$ cat src/rtl/addsub_pkg.sv
// addsub_pkg: shared state encoding and saturation constants for addsub_seq16
package addsub_pkg;
  typedef enum logic [1:0] {
    IDLE = 2'b00,
    RUN  = 2'b01,
    DONE = 2'b10
  } state_t;
  localparam logic [15:0] SAT_POS16 = 16'h7FFF;
  localparam logic [15:0] SAT_NEG16 = 16'h8000;
  localparam logic [3:0]  SAT_POS4  = 4'h7;
  localparam logic [3:0]  SAT_NEG4  = 4'h8;
endpackage

$ cat src/rtl/addsub_seq16_cla.sv
// cla_4bit: 4-bit carry-lookahead adder slice with optional invert-b subtract and signed saturation
module cla_4bit
  import addsub_pkg::*;
(
  input  logic [3:0] a,
  input  logic [3:0] b,
  input  logic       cin,
  input  logic       sub,
  input  logic       sat,
  output logic [3:0] sum,
  output logic       cout
);
  logic [3:0] be, g, p, raw;
  logic [4:0] c;
  logic       ov;
  // lookahead carries, raw sum, and optional signed clamp on overflow
  always_comb begin
    be   = sub ? ~b : b;
    g    = a & be;
    p    = a ^ be;
    c[0] = cin | sub;
    c[1] = g[0] | (p[0] & c[0]);
    c[2] = g[1] | (p[1] & g[0]) | (p[1] & p[0] & c[0]);
    c[3] = g[2] | (p[2] & g[1]) | (p[2] & p[1] & g[0]) | (p[2] & p[1] & p[0] & c[0]);
    c[4] = g[3] | (p[3] & g[2]) | (p[3] & p[2] & g[1]) | (p[3] & p[2] & p[1] & g[0])
         | (p[3] & p[2] & p[1] & p[0] & c[0]);
    raw  = p ^ c[3:0];
    ov   = c[4] ^ c[3];
    sum  = (sat && ov) ? (a[3] ? SAT_NEG4 : SAT_POS4) : raw;
    cout = c[4];
  end
endmodule

$ cat src/rtl/addsub_seq16.sv
// addsub_seq16: sequences one 4-bit CLA slice over four passes for 16-bit or 4x4-bit saturating add/sub
module addsub_seq16
  import addsub_pkg::*;
#(
  parameter int NIBBLES = 4,
  parameter int W       = 16
) (
  input  logic         clk,
  input  logic         rst_n,
  input  logic         start,
  input  logic [W-1:0] a,
  input  logic [W-1:0] b,
  input  logic         sub,
  input  logic         lane_mode,
  output logic         ready,
  output logic         busy,
  output logic         done,
  output logic [W-1:0] result,
  output logic         ovfl
);
  state_t             state;
  logic [1:0]         cnt;
  logic [W-1:0]       a_r, b_r, raw, raw_nx, lane_res, sat_res;
  logic               sub_r, lane_r, carry, ov16, sat_ov;
  logic [NIBBLES-1:0] lane_ov;
  logic [3:0]         s_a, s_b, s_sum;
  logic               s_cin, s_cout;

  cla_4bit u_cla (
    .a(s_a), .b(s_b), .cin(s_cin), .sub(1'b0), .sat(1'b0), .sum(s_sum), .cout(s_cout)
  );

  // select the current nibble; subtraction is ~B plus a carry-in of one
  always_comb begin
    s_a   = a_r[4*cnt +: 4];
    s_b   = sub_r ? ~b_r[4*cnt +: 4] : b_r[4*cnt +: 4];
    s_cin = lane_r ? sub_r : carry;
  end

  // merge this pass's nibble and saturate, so the last pass can commit the final result directly
  always_comb begin
    raw_nx = raw;
    raw_nx[4*cnt +: 4] = s_sum;
    lane_res = raw_nx;
    lane_ov = '0;
    for (int i = 0; i < NIBBLES; i++) begin
      lane_ov[i] = (a_r[4*i+3] == (sub_r ^ b_r[4*i+3])) && (raw_nx[4*i+3] != a_r[4*i+3]);
      lane_res[4*i +: 4] = lane_ov[i] ? (a_r[4*i+3] ? SAT_NEG4 : SAT_POS4) : raw_nx[4*i +: 4];
    end
    ov16    = (a_r[W-1] == (sub_r ^ b_r[W-1])) && (raw_nx[W-1] != a_r[W-1]);
    sat_res = lane_r ? lane_res : ov16 ? (a_r[W-1] ? SAT_NEG16 : SAT_POS16) : raw_nx;
    sat_ov  = lane_r ? |lane_ov : ov16;
  end

  // control FSM with registered handshake outputs and the nibble datapath registers
  always_ff @(posedge clk or negedge rst_n) begin
    if (!rst_n) begin
      state  <= IDLE;
      ready  <= 1'b1;
      busy   <= 1'b0;
      done   <= 1'b0;
      result <= '0;
      ovfl   <= 1'b0;
      cnt    <= '0;
      carry  <= 1'b0;
      a_r    <= '0;
      b_r    <= '0;
      sub_r  <= 1'b0;
      lane_r <= 1'b0;
      raw    <= '0;
    end else begin
      done <= 1'b0;
      case (state)
        IDLE, DONE: begin
          if (start) begin
            state  <= RUN;
            ready  <= 1'b0;
            busy   <= 1'b1;
            cnt    <= '0;
            a_r    <= a;
            b_r    <= b;
            sub_r  <= sub;
            lane_r <= lane_mode;
            carry  <= sub;
          end else begin
            state <= IDLE;
            ready <= 1'b1;
            busy  <= 1'b0;
          end
        end
        RUN: begin
          raw   <= raw_nx;
          carry <= s_cout;
          cnt   <= cnt + 2'd1;
          if (cnt == 2'(NIBBLES - 1)) begin
            state  <= DONE;
            ready  <= 1'b1;
            busy   <= 1'b0;
            done   <= 1'b1;
            result <= sat_res;
            ovfl   <= sat_ov;
          end
        end
        default: state <= IDLE;
      endcase
    end
  end
endmodule

$ cat config.mk
export PLATFORM = sky130hd
export DESIGN_NAME = addsub_seq16
export DESIGN_NICKNAME = d
export VERILOG_FILES = /design/src/rtl/addsub_pkg.sv /design/src/rtl/addsub_seq16_cla.sv /design/src/rtl/addsub_seq16.sv
export SDC_FILE = /design/constraint.sdc
export NUM_CORES = 1
export LEC_CHECK = 0
export ABC_CLOCK_PERIOD_IN_PS = 4800
export BUFFER_PORTS_ARGS = -buffer_cell sky130_fd_sc_hd__buf_2
export CORE_MARGIN = 1
export CORE_UTILIZATION = 60
export CTS_BUF_LIST = sky130_fd_sc_hd__clkbuf_8
export DETAILED_ROUTE_END_ITERATION = 8
export PLACE_DENSITY_LB_ADDON = 0.15
export SLEW_MARGIN = 20
export SYNTH_ARGS = -nofsm -noshare
export SYNTH_HDL_FRONTEND = slang
export SYNTH_SLANG_ARGS = --single-unit
$ cat constraint.sdc
create_clock -name clk -period 4.8 [get_ports clk]
set_input_delay 0.96 -clock clk [delete_from_list [all_inputs] [get_ports clk]]
set_output_delay 0.96 -clock clk [all_outputs]
set_load 0.05 [all_outputs]
==> flow_summary.yaml <==
status:
  status: "complete, but fails checks"
  failed_checks: "DRC"
setup_path:
  regToRegSetupSlack_ns: 0.72
  timing.critical_path.from_type: "flop"
  worst_ep_required_time_ns: 5.04
  worstPathArrival_ns: 4.31
  cp_max_fo: 17
  setup.worst_path.class: "reg2reg"
  worstSetupEndpointType: "flop"
placement:
  gp_congestion: 0.9247
  port_buffers: 56
  dp_hpwl_um: 6515
clock_network:
  htreeDepth: 3
  tritoncts: "yes"
  cts-root-buf: "clkbuf_8"
  worstSkewPairLatency_ns: 0.35
  clkTransAtPathRegs_ns: 0.08
  numCtsBuffers: 9
  tritoncts_num_sinks: 75
  cts-root-to-sink-buffers: 2
  cts_hold_buffers: 0
  cts_setup_buffers: 0
  cts_repair_resize_count: 0
detailed_routing:
  wl_per_cell_um: 18.30
  detailedRoute.firstIterationViolations: 372
  drt_pre_antenna_iters: 7
  wl_met3_um: 508
  detail_route.drc_violations: 3
  routed-wl-met2_um: 4601
  route.top_layer_used: "met4"
  via_count: 3197
  met1Wirelength_um: 3988
  route.detailed.vias_per_inst: 6.306
  detail_route.wirelength_um: 9280
  ant_nets: 0
grt:
  global_route.overflow_total: 0
  grt_max_degree: 76
  wire_length_of_the_first_global_routing_pass_um: 15540
  vias_in_the_first_global_route: 3142
  grt_antenna_before_repair: 0
  globalRouteTotalUtil_pct: 28.03
job:
  max_cap_violations: 0
finish:
  post_route_cells_drive_above_1_share_pct: 30.47
  fill_cells: 468
  n_antenna_cell: 0
  final_net_count: 473
  regArea_um2: 1878
  syn2layout_area_growth_pct: 12.84
  area_of_combinational_cells_with_multiple_inputs_um2: 2103
logic_synthesis:
  ys_seq_area_share_pct: 45.66
  postSynthAreaPerCell_um2: 11.06
  yosys_register_bits: 75
  yosys_warnings: 0
  synthesis.area_um2: 4113
  synthesis.nets: 420
  synth_cell_type_count: 59
  yosys_most_used_dff: "dfrtp_1"
  post_synth_inst_count: 372
  synth_edf_count: 0
  synthArstFlopShare_pct: 100.0
die:
  die_area_um2: 7189
  fp.dieH_um: 84.79
  fp.dieW_um: 84.79
  core_um2: 6495
  pin_count: 57
  floorplan.rows: 29
  initial_util_pct: 63.32
timing:
  timing_max_transition_violations_final: 0
  maxSlewHeadroom_pct: 31.46
  setup_repair_after_global_routing_missed_its_margin: "false"
  timing.final.crit_share_pct: 84.91
  setup_viol: 0
  max_freq_ghz: 0.2454
  final.setup_skew_ns: 0.01428
  report.final.hold_viol_count: 0
  worst_pin_slew_ns: 1.026
  finalWorstPathRequiredPeriod_ns: 4.076
  setup_total_negative_slack_ns: 0
hold_path:
  hold_class: "reg2reg"
## per-stage QoR
| step | hold slack, ns | worst slack [ns] | util [%] | instance area (um2) | cells |
|---|---|---|---|---|---|
| finish | 0.4804 | 0.7243 | 71.45 | 4641 | 507 |
| global route | 0.5019 | 0.5449 | 71.45 | 4641 | 507 |
| CTS | 0.4809 | 0.7651 | 71.45 | 4641 | 507 |
| detailed placement | 0.4636 | 0.7688 | 68.46 | 4447 | 491 |
| global placement | 0.4554 | 0.9387 | 68.46 | 4447 | 491 |
| floorplan | 0.4422 | 1.197 | - | 4113 | 372 |
## cell families (layout without fill, tap and decap cells)
logic type / count (synthesis) / in the layout / synth area share [%]
AO/OA/AOI/OAI: 107 / 107 / 20.23
adder cells (fa/ha/maj): 12 / 12 / 3.803
buffers and inverters: 33 / 91 / 3.377
multiplexers: 42 / 42 / 13.75
flip-flops: 75 / 75 / 45.66
AND/OR/NAND/NOR: 94 / 94 / 11.26
XOR/XNOR: 9 / 9 / 1.917
## critical path: stages (launching register included)
cell and delay (ns):
dfrtp_1 0.85, mux4_2 0.60, xor2_1 0.15, ha_1 0.37, a21o_1 0.25, a22oi_4 0.34
a22oi_4 0.20, a2111oi_4 0.78, a211oi_2 0.20, a22o_1 0.22
## layout make-up
| cell class | instances | share of cell area [%] |
|---|---|---|
| multi-input cells | 264 | 45.32 |
| flip-flops and latches | 75 | 40.47 |
| repair buffers | 60 | 6.740 |
| clock buffers | 9 | 2.669 |
| well taps | 77 | 2.076 |
| clock inverters | 7 | 1.510 |
| inverters | 15 | 1.213 |
## cells in the mapped netlist, types with 5 or more instances
cell / n / area (um2)
dfrtp_1: 74 / 1852
nand2_1: 33 / 123.9
mux2_2: 32 / 360.4
o21ai_0: 29 / 145.1
nor2_1: 18 / 67.56
inv_1: 15 / 56.30
a21oi_1: 13 / 65.06
clkbuf_1: 11 / 41.29
nor2b_1: 11 / 68.82
ha_1: 10 / 125.1
mux4_2: 8 / 180.2
xor2_1: 8 / 70.07
a22oi_1: 7 / 52.55
a21o_1: 6 / 45.04
a22o_1: 6 / 52.55
nand3_1: 6 / 30.03
o211ai_1: 6 / 45.04
a211oi_1: 5 / 37.54
buf_1: 5 / 18.77
## worst paths after layout
| path | endpoint | cells past startpoint | start |
|---|---|---|---|
| worst max-delay path | result[4] | 9 | cnt[0] |
| worst min-delay path | raw[12] | 2 | raw[12] |
| worst max register to register | result[4] | 9 | cnt[0] |
| worst min register to register | raw[12] | 2 | raw[12] |
| max in group asynchronous | raw[1] | 1 | rst_n |
| min in group asynchronous | result[11] | 1 | rst_n |
## per-layer routing
metal	track usage, %	vias to the layer above
li1	-	1478
met1	37.43	1565
met2	46.71	132
met3	5.015	22
met4	9.245	0
met5	0	-
## cell usage in the layout (no fill, tap or decap), drive strengths merged, types with 3 or more instances in the layout
master and instances:
nand2b 4, o2111ai 3, nor3 4, nor4bb 3, inv 17, clkinvlp 3, nand3 6, a22oi 9
nor2b 11, nand2 33, and3 4, dfrtp 74, clkbuf 9, mux2 33, a31oi 4, or3 3
and2 4, a21o 6, a21oi 14, o211ai 6, ha 10, mux4 8, o21ai 31, nor3b 3
buf 60, a221oi 4, nor2 18, a22o 6, xor2 8, a211oi 8
## sequential cells by signal, summed over array words and instances (netlist names), 2 cells and up
signal	count
a_r	16
b_r	16
cnt	2
raw	16
result	16
state	2
Power is not shown: default switching activity piles up to over one toggle a cycle in this logic, so the estimate is an artifact.
